## config.mk

```make
export PLATFORM = sky130hd
export DESIGN_NAME = retire_commit
export DESIGN_NICKNAME = d
export VERILOG_FILES = /design/src/rtl/retire_commit.sv
export SDC_FILE = /design/constraint.sdc
export NUM_CORES = 1
export LEC_CHECK = 0
export ABC_AREA = 1
export CAP_MARGIN = 20
export CORE_ASPECT_RATIO = 0.5
export CORE_MARGIN = 2
export CORE_UTILIZATION = 40
export CTS_CLUSTER_DIAMETER = 200
export DETAILED_ROUTE_END_ITERATION = 10
export PLACE_DENSITY = 0.72
export SKIP_LAST_GASP = 1
export SLEW_MARGIN = 30
export SYNTH_ARGS = -nofsm -noshare
export SYNTH_HDL_FRONTEND = slang
export SYNTH_SLANG_ARGS = --single-unit
```

## constraint.sdc

```tcl
create_clock -name clock -period 13 [get_ports clock]
set_input_delay 3.9 -clock clock [delete_from_list [all_inputs] [get_ports clock]]
set_output_delay 3.9 -clock clock [all_outputs]
set_load 0.005 [all_outputs]
```

## src/rtl/retire_commit.sv

```systemverilog
// In-order retirement for the head WAYS slots of the ROB: architectural map and free-list
// updates, mispredict recovery, a committed-store buffer and halt sequencing.
module retire_commit #(
  parameter int unsigned WAYS     = 3,
  parameter int unsigned SB_DEPTH = 4,
  parameter int unsigned XLEN     = 32,
  parameter int unsigned AR_BITS  = 5,
  parameter int unsigned PR_BITS  = 6
) (
  input  logic                        clock,
  input  logic                        reset,
  input  logic [WAYS-1:0]             rob_complete,
  input  logic [WAYS-1:0]             rob_has_dest,
  input  logic [WAYS-1:0]             rob_is_store,
  input  logic [WAYS-1:0]             rob_is_halt,
  input  logic [WAYS-1:0]             rob_mispred,
  input  logic [WAYS*AR_BITS-1:0]     rob_ar,
  input  logic [WAYS*PR_BITS-1:0]     rob_t,
  input  logic [WAYS*PR_BITS-1:0]     rob_told,
  input  logic [WAYS*XLEN-1:0]        rob_addr,
  input  logic [WAYS*XLEN-1:0]        rob_data,
  input  logic [WAYS*XLEN-1:0]        rob_target_pc,
  output logic [WAYS-1:0]             retire_en,
  output logic [WAYS-1:0]             arch_wr_en,
  output logic [WAYS*AR_BITS-1:0]     arch_ar,
  output logic [WAYS*PR_BITS-1:0]     arch_pr,
  output logic [WAYS-1:0]             free_en,
  output logic [WAYS*PR_BITS-1:0]     free_pr,
  output logic                        recover_en,
  output logic [XLEN-1:0]             recover_pc,
  output logic                        mem_valid,
  output logic [XLEN-1:0]             mem_addr,
  output logic [XLEN-1:0]             mem_data,
  input  logic                        mem_ready,
  output logic [$clog2(SB_DEPTH):0]   sb_count,
  output logic                        halted
);

  localparam int unsigned PW = $clog2(SB_DEPTH);
  localparam int unsigned CW = PW + 1;
  localparam int unsigned EW = CW + 3;

  typedef enum logic [1:0] {RUN, DRAIN, HALTED} state_t;

  state_t            state;
  logic [PW-1:0]     wr_ptr;
  logic [PW-1:0]     rd_ptr;
  logic [XLEN-1:0]   sb_addr [SB_DEPTH];
  logic [XLEN-1:0]   sb_data [SB_DEPTH];

  logic              blocked;
  logic [EW-1:0]     enq_cnt;
  logic [PW-1:0]     slot_off [WAYS];
  logic              halt_ret;
  logic              rec_hit;
  logic [XLEN-1:0]   rec_pc;
  logic              deq;
  logic [CW-1:0]     count_next;

  // Retire scan: the first slot that cannot retire, or that redirects/halts, ends the group.
  always_comb begin
    retire_en  = '0;
    arch_wr_en = '0;
    arch_ar    = '0;
    arch_pr    = '0;
    free_en    = '0;
    free_pr    = '0;
    enq_cnt    = '0;
    halt_ret   = 1'b0;
    rec_hit    = 1'b0;
    rec_pc     = '0;
    blocked    = reset || (state != RUN);
    for (int i = 0; i < WAYS; i++) begin
      slot_off[i] = PW'(enq_cnt);
      if (!blocked && rob_complete[i] &&
          !(rob_is_store[i] && (EW'(sb_count) + enq_cnt >= EW'(SB_DEPTH)))) begin
        retire_en[i]  = 1'b1;
        arch_wr_en[i] = rob_has_dest[i] && (rob_ar[i*AR_BITS +: AR_BITS] != '0);
        free_en[i]    = rob_has_dest[i];
        if (rob_is_store[i]) enq_cnt = enq_cnt + EW'(1);
        if (rob_is_halt[i]) begin
          halt_ret = 1'b1;
          blocked  = 1'b1;
        end else if (rob_mispred[i]) begin
          rec_hit  = 1'b1;
          rec_pc   = rob_target_pc[i*XLEN +: XLEN];
          blocked  = 1'b1;
        end
      end else begin
        blocked = 1'b1;
      end
    end
    if (!reset) begin
      arch_ar = rob_ar;
      arch_pr = rob_t;
      free_pr = rob_told;
    end
  end

  assign mem_valid  = (sb_count != '0);
  assign mem_addr   = sb_addr[rd_ptr];
  assign mem_data   = sb_data[rd_ptr];
  assign deq        = mem_valid && mem_ready;
  assign count_next = sb_count + CW'(enq_cnt) - CW'(deq);

  // Store buffer payload; retiring stores land at consecutive slots from wr_ptr.
  always_ff @(posedge clock) begin
    for (int i = 0; i < WAYS; i++) begin
      if (retire_en[i] && rob_is_store[i]) begin
        sb_addr[wr_ptr + slot_off[i]] <= rob_addr[i*XLEN +: XLEN];
        sb_data[wr_ptr + slot_off[i]] <= rob_data[i*XLEN +: XLEN];
      end
    end
  end

  always_ff @(posedge clock) begin
    if (reset) begin
      state      <= RUN;
      wr_ptr     <= '0;
      rd_ptr     <= '0;
      sb_count   <= '0;
      recover_en <= 1'b0;
      recover_pc <= '0;
      halted     <= 1'b0;
    end else begin
      wr_ptr     <= wr_ptr + PW'(enq_cnt);
      if (deq) rd_ptr <= rd_ptr + PW'(1);
      sb_count   <= count_next;
      recover_en <= rec_hit;
      if (rec_hit) recover_pc <= rec_pc;
      case (state)
        RUN: begin
          if (halt_ret) begin
            if (count_next != '0) begin
              state <= DRAIN;
            end else begin
              state  <= HALTED;
              halted <= 1'b1;
            end
          end
        end
        DRAIN: begin
          if (sb_count == '0) begin
            state  <= HALTED;
            halted <= 1'b1;
          end
        end
        HALTED:  state <= HALTED;
        default: state <= RUN;
      endcase
    end
  end

endmodule
```

==> run_summary.xml <==
<?xml version="1.0" encoding="UTF-8"?>
<metrics>
  <group name="timing">
    <metric name="timing.setup.tns" unit="ns">0</metric>
    <metric name="rsz0062_at_grt" unit="">no</metric>
    <metric name="period_needed" unit="ns">10.80</metric>
    <metric name="worst_slack" unit="ns">2.198</metric>
    <metric name="layout_worst_path_cycle_share" unit="">0.8309</metric>
    <metric name="timing.final.hold_violations" unit="">0</metric>
    <metric name="finClkSkew" unit="ns">0.03546</metric>
    <metric name="worst_slew_margin_rel" unit="">0.3345</metric>
    <metric name="holdWs" unit="ns">0.4581</metric>
    <metric name="tightestPinTransition" unit="ns">0.9982</metric>
    <metric name="fmaxAchievable" unit="MHz">92.57</metric>
    <metric name="timing_max_transition_violations_final" unit="">0</metric>
    <metric name="timing.final.setup_violations" unit="">0</metric>
  </group>
  <group name="clock_tree">
    <metric name="holdBufCountCts" unit="">0</metric>
    <metric name="worst_case_clock_buffer_depth" unit="">3</metric>
    <metric name="post_cts_resize_count" unit="">0</metric>
    <metric name="tritoncts" unit="">built</metric>
    <metric name="post-cts-setup-buffers" unit="">0</metric>
    <metric name="root_buffer" unit="">sky130_fd_sc_hd__clkbuf_16</metric>
    <metric name="clock_sinks" unit="">301</metric>
    <metric name="h-tree-depth" unit="">1</metric>
    <metric name="worst_setup_hold_path_clk_slew" unit="ns">0.06</metric>
    <metric name="numCtsBuffers" unit="">30</metric>
    <metric name="clk-insertion-delay-late" unit="ns">0.59</metric>
  </group>
  <group name="synthesis">
    <metric name="netlist_top_cells_area" unit="">sky130_fd_sc_hd__edfxtp_1, sky130_fd_sc_hd__o211ai_1, sky130_fd_sc_hd__nand2_1</metric>
    <metric name="async_flop_share" unit="">0</metric>
    <metric name="synth.avg_cell_area" unit="um^2">8.390</metric>
    <metric name="yosysMostFrequentCell" unit="">sky130_fd_sc_hd__nand2_1</metric>
    <metric name="post_synth_instance_area" unit="mm^2">0.01834</metric>
    <metric name="synth.net_count" unit="">2556</metric>
    <metric name="ys.flop_type" unit="">sky130_fd_sc_hd__edfxtp_1</metric>
    <metric name="netlist_instances" unit="">2186</metric>
    <metric name="synth_area_leader_cell" unit="">sky130_fd_sc_hd__edfxtp_1</metric>
    <metric name="synthDistinctLibCells" unit="">43</metric>
    <metric name="synth.top_cells.by_count" unit="">sky130_fd_sc_hd__nand2_1, sky130_fd_sc_hd__edfxtp_1, sky130_fd_sc_hd__inv_1</metric>
    <metric name="synth-seq-area-share" unit="">0.4683</metric>
    <metric name="yosys_warnings" unit="">0</metric>
    <metric name="synth_edf_count" unit="">256</metric>
    <metric name="synth_seq_cells" unit="">301</metric>
    <metric name="fraction_of_synthesized_cell_area_taken_by_the_top_area_cell_type" unit="">0.4192</metric>
  </group>
  <group name="setup_path">
    <metric name="worst_r2r_path_depth" unit="">20</metric>
    <metric name="worst-r2r-setup-slack" unit="ns">7.59</metric>
    <metric name="critical_path_required" unit="ns">9.10</metric>
    <metric name="worstSetupStartpointType" unit="">input pin</metric>
    <metric name="critical_path_peak_fanout" unit="">5</metric>
    <metric name="reg2reg_from" unit="">state[1]</metric>
    <metric name="r2r-end" unit="">sb_data[1][4]</metric>
    <metric name="criticalPathCategory" unit="">in -&gt; out</metric>
    <metric name="crit_arrival" unit="ns">6.90</metric>
    <metric name="critPathLaunch" unit="">rob_is_store[0]</metric>
    <metric name="cp_slowest_stage_delay" unit="ns">0.54</metric>
    <metric name="critical_path.endpoint" unit="">arch_wr_en[2]</metric>
    <metric name="crit_slowest_cell" unit="">sky130_fd_sc_hd__clkdlybuf4s50_1</metric>
    <metric name="end_kind" unit="">output pin</metric>
    <metric name="cells_traversed_along_the_worst_timing_path" unit="">clkdlybuf4s50_1, nand2_1, nand2_1, nor2_8, nand2_1, inv_1, ha_1, nand2_2, inv_1, ha_1, nand2_1, inv_1, nand3_2, nand2_2, nand2_2, nand2_2, a311oi_1, clkdlybuf4s50_1</metric>
  </group>
  <group name="final_layout">
    <metric name="nets" unit="">2953</metric>
    <metric name="layout_cell_share_with_drive_strength_beyond_1" unit="">0.07365</metric>
    <metric name="final_core_utilization" unit="">0.5500</metric>
    <metric name="final_non_filler_cell_area" unit="mm^2">0.02487</metric>
    <metric name="filler_cell_count" unit="">4106</metric>
    <metric name="final-instance-count-excl-fill" unit="">3218</metric>
    <metric name="area_delta_synth_final" unit="%">35.59</metric>
  </group>
  <group name="power">
    <metric name="switchingPower" unit="uW">848.6</metric>
    <metric name="p_per_area" unit="mW/mm^2">116.0</metric>
    <metric name="part_of_the_total_power_dissipated_in_the_clock_network" unit="">0.327</metric>
    <metric name="ir_worst_vdd" unit="V">0.0001234</metric>
    <metric name="combinationalPowerShare" unit="">0.284</metric>
    <metric name="p_total" unit="mW">2.884</metric>
    <metric name="power.switching_fraction" unit="">0.2943</metric>
    <metric name="sequential_power_share" unit="">0.389</metric>
    <metric name="leakage" unit="nW">9.860</metric>
    <metric name="cell_internal_pwr" unit="mW">2.035</metric>
  </group>
  <group name="floorplan">
    <metric name="die_h" unit="um">155.4</metric>
    <metric name="die_width" unit="um">306.8</metric>
    <metric name="floorplan.initialDensity" unit="">0.4056</metric>
    <metric name="fp-row-count" unit="">55</metric>
    <metric name="design.die.area" unit="mm^2">0.04768</metric>
    <metric name="ios" unit="">519</metric>
    <metric name="fp.coreArea" unit="mm^2">0.04521</metric>
  </group>
  <group name="global_routing">
    <metric name="grt_use_met3" unit="">0.03024</metric>
    <metric name="first_global_vias" unit="">17311</metric>
    <metric name="use_met1" unit="">0.2964</metric>
    <metric name="antenna_found_initial" unit="">12</metric>
    <metric name="gr-usage-met2" unit="">0.4674</metric>
    <metric name="global_route_wire_length_before_repair" unit="um">95530</metric>
    <metric name="grt_max_degree" unit="">105</metric>
    <metric name="grt.overflow.total" unit="">0</metric>
    <metric name="global_route.peak_usage_layer" unit="">met2</metric>
    <metric name="groute.usage.overall" unit="">0.2567</metric>
  </group>
  <group name="routing">
    <metric name="drt_antenna_net_count" unit="">0</metric>
    <metric name="vias" unit="">17591</metric>
    <metric name="routed_via_density" unit="">5.466</metric>
    <metric name="detail_route.wl_per_cell" unit="um">19.75</metric>
    <metric name="detail_route.wirelength" unit="um">63570</metric>
    <metric name="drt-pass1-iter-count" unit="">6</metric>
    <metric name="detailedRoute.firstIterationViolations" unit="">1322</metric>
    <metric name="drc" unit="">0</metric>
  </group>
  <group name="placement">
    <metric name="buffer_ports.inserted" unit="">518</metric>
    <metric name="pre_cts_ws" unit="ns">2.176</metric>
    <metric name="numPlacedInstances" unit="">3147</metric>
    <metric name="placed_area" unit="mm^2">0.02372</metric>
    <metric name="dp.final_hpwl" unit="um">39910</metric>
    <metric name="gpl.final_weighted_congestion" unit="">0.8533</metric>
  </group>
  <group name="hold_path">
    <metric name="hp-class" unit="">reg -&gt; reg</metric>
  </group>
  <group name="flow_run">
    <metric name="cap_viol_max_count" unit="">0</metric>
  </group>
  <group name="outcome">
    <metric name="outcome" unit="">complete, no violations</metric>
  </group>
</metrics>
==> state kept, by name, indices dropped and copies added (netlist names), named ones only <==
register,cells
sb_count,3
recover_pc,32
recover_en,1
state,2
wr_ptr,2
sb_data,128
sb_addr,128
halted,1
rd_ptr,2
==> layout make-up <==
type	instances	area, um^2	area share
flip-flops and latches	301	8596	0.3457
multi-input cells	1474	8140	0.3273
repair buffers	544	5419	0.2179
inverters	232	875.8	0.03522
clock buffers	34	775.7	0.03119
well taps	598	748.2	0.03009
clock inverters	22	280.3	0.01127
diodes	13	32.53	0.001308
==> cell families (layout without fill, tap and decap cells) <==
family | Yosys count | in the layout | share of synthesized area
fa+ha+maj | 13 | 13 | 0.009278
simple gates | 646 | 646 | 0.1419
buf+inv | 411 | 832 | 0.09585
flops | 301 | 301 | 0.4683
other cells | 0 | 13 | 0
xor+xnor | 7 | 7 | 0.004366
compound gates | 808 | 808 | 0.2803
==> worst max-delay path: cells and delay by family <==
family | cells | cell delay (ns)
buffers and inverters | 5 | 1.33
adder cells (fa/ha/maj) | 2 | 0.48
AO/OA/AOI/OAI | 1 | 0.21
AND/OR/NAND/NOR | 10 | 0.98
==> placed cells by master, fill, tap and decap left out, drive strengths merged <==
cell type,Yosys,layout
o211ai,255,255
fa,1,1
dfxtp,45,45
xnor2,2,2
a31oi,15,15
clkinvlp,0,3
clkdlybuf4s50,0,517
inv,230,229
xor2,5,5
bufinv,0,6
edfxtp,256,256
nand4,4,4
nor3b,1,1
nand2,414,414
nor3,6,6
o22ai,64,64
o21ai,450,450
nand3,20,20
ha,12,12
buf,79,27
a311oi,3,3
nor4,1,1
nor2,200,200
diode,0,13
clkbuf,100,34
o221ai,1,1
a21oi,16,16
o311ai,4,4
clkinv,2,16
==> metal layers <==
layer | vias up | part of all wire
li1 | 8524 | -
met1 | 8173 | 0.37
met2 | 726 | 0.52
met3 | 168 | 0.064
met4 | 0 | 0.047
met5 | - | 0
==> power groups by stage <==
stage | clock network (mW) | logic, mW | registers [mW]
after floorplan | 0 | 0.383 | 1.13
after global placement | 0 | 0.810 | 1.14
after detailed placement | 0 | 0.819 | 1.14
after CTS | 0.953 | 0.825 | 1.12
after global routing | 0.992 | 0.894 | 1.13
final | 0.942 | 0.820 | 1.12
==> worst min-delay path by stage <==
stage                               from        endpoint  slack, ns  depth (start not counted)
after global placement         rd_ptr[1]        register       0.45                          2
after floorplan                rd_ptr[1]        register       0.44                          2
after CTS                  recover_pc[1]   recover_pc[1]       0.46                          2
after global routing      recover_pc[17]  recover_pc[17]       0.48                          2
final                      recover_pc[1]   recover_pc[1]       0.46                          2
after detailed placement   recover_pc[1]   recover_pc[1]       0.45                          2
Power figures use the tool's default switching activity.
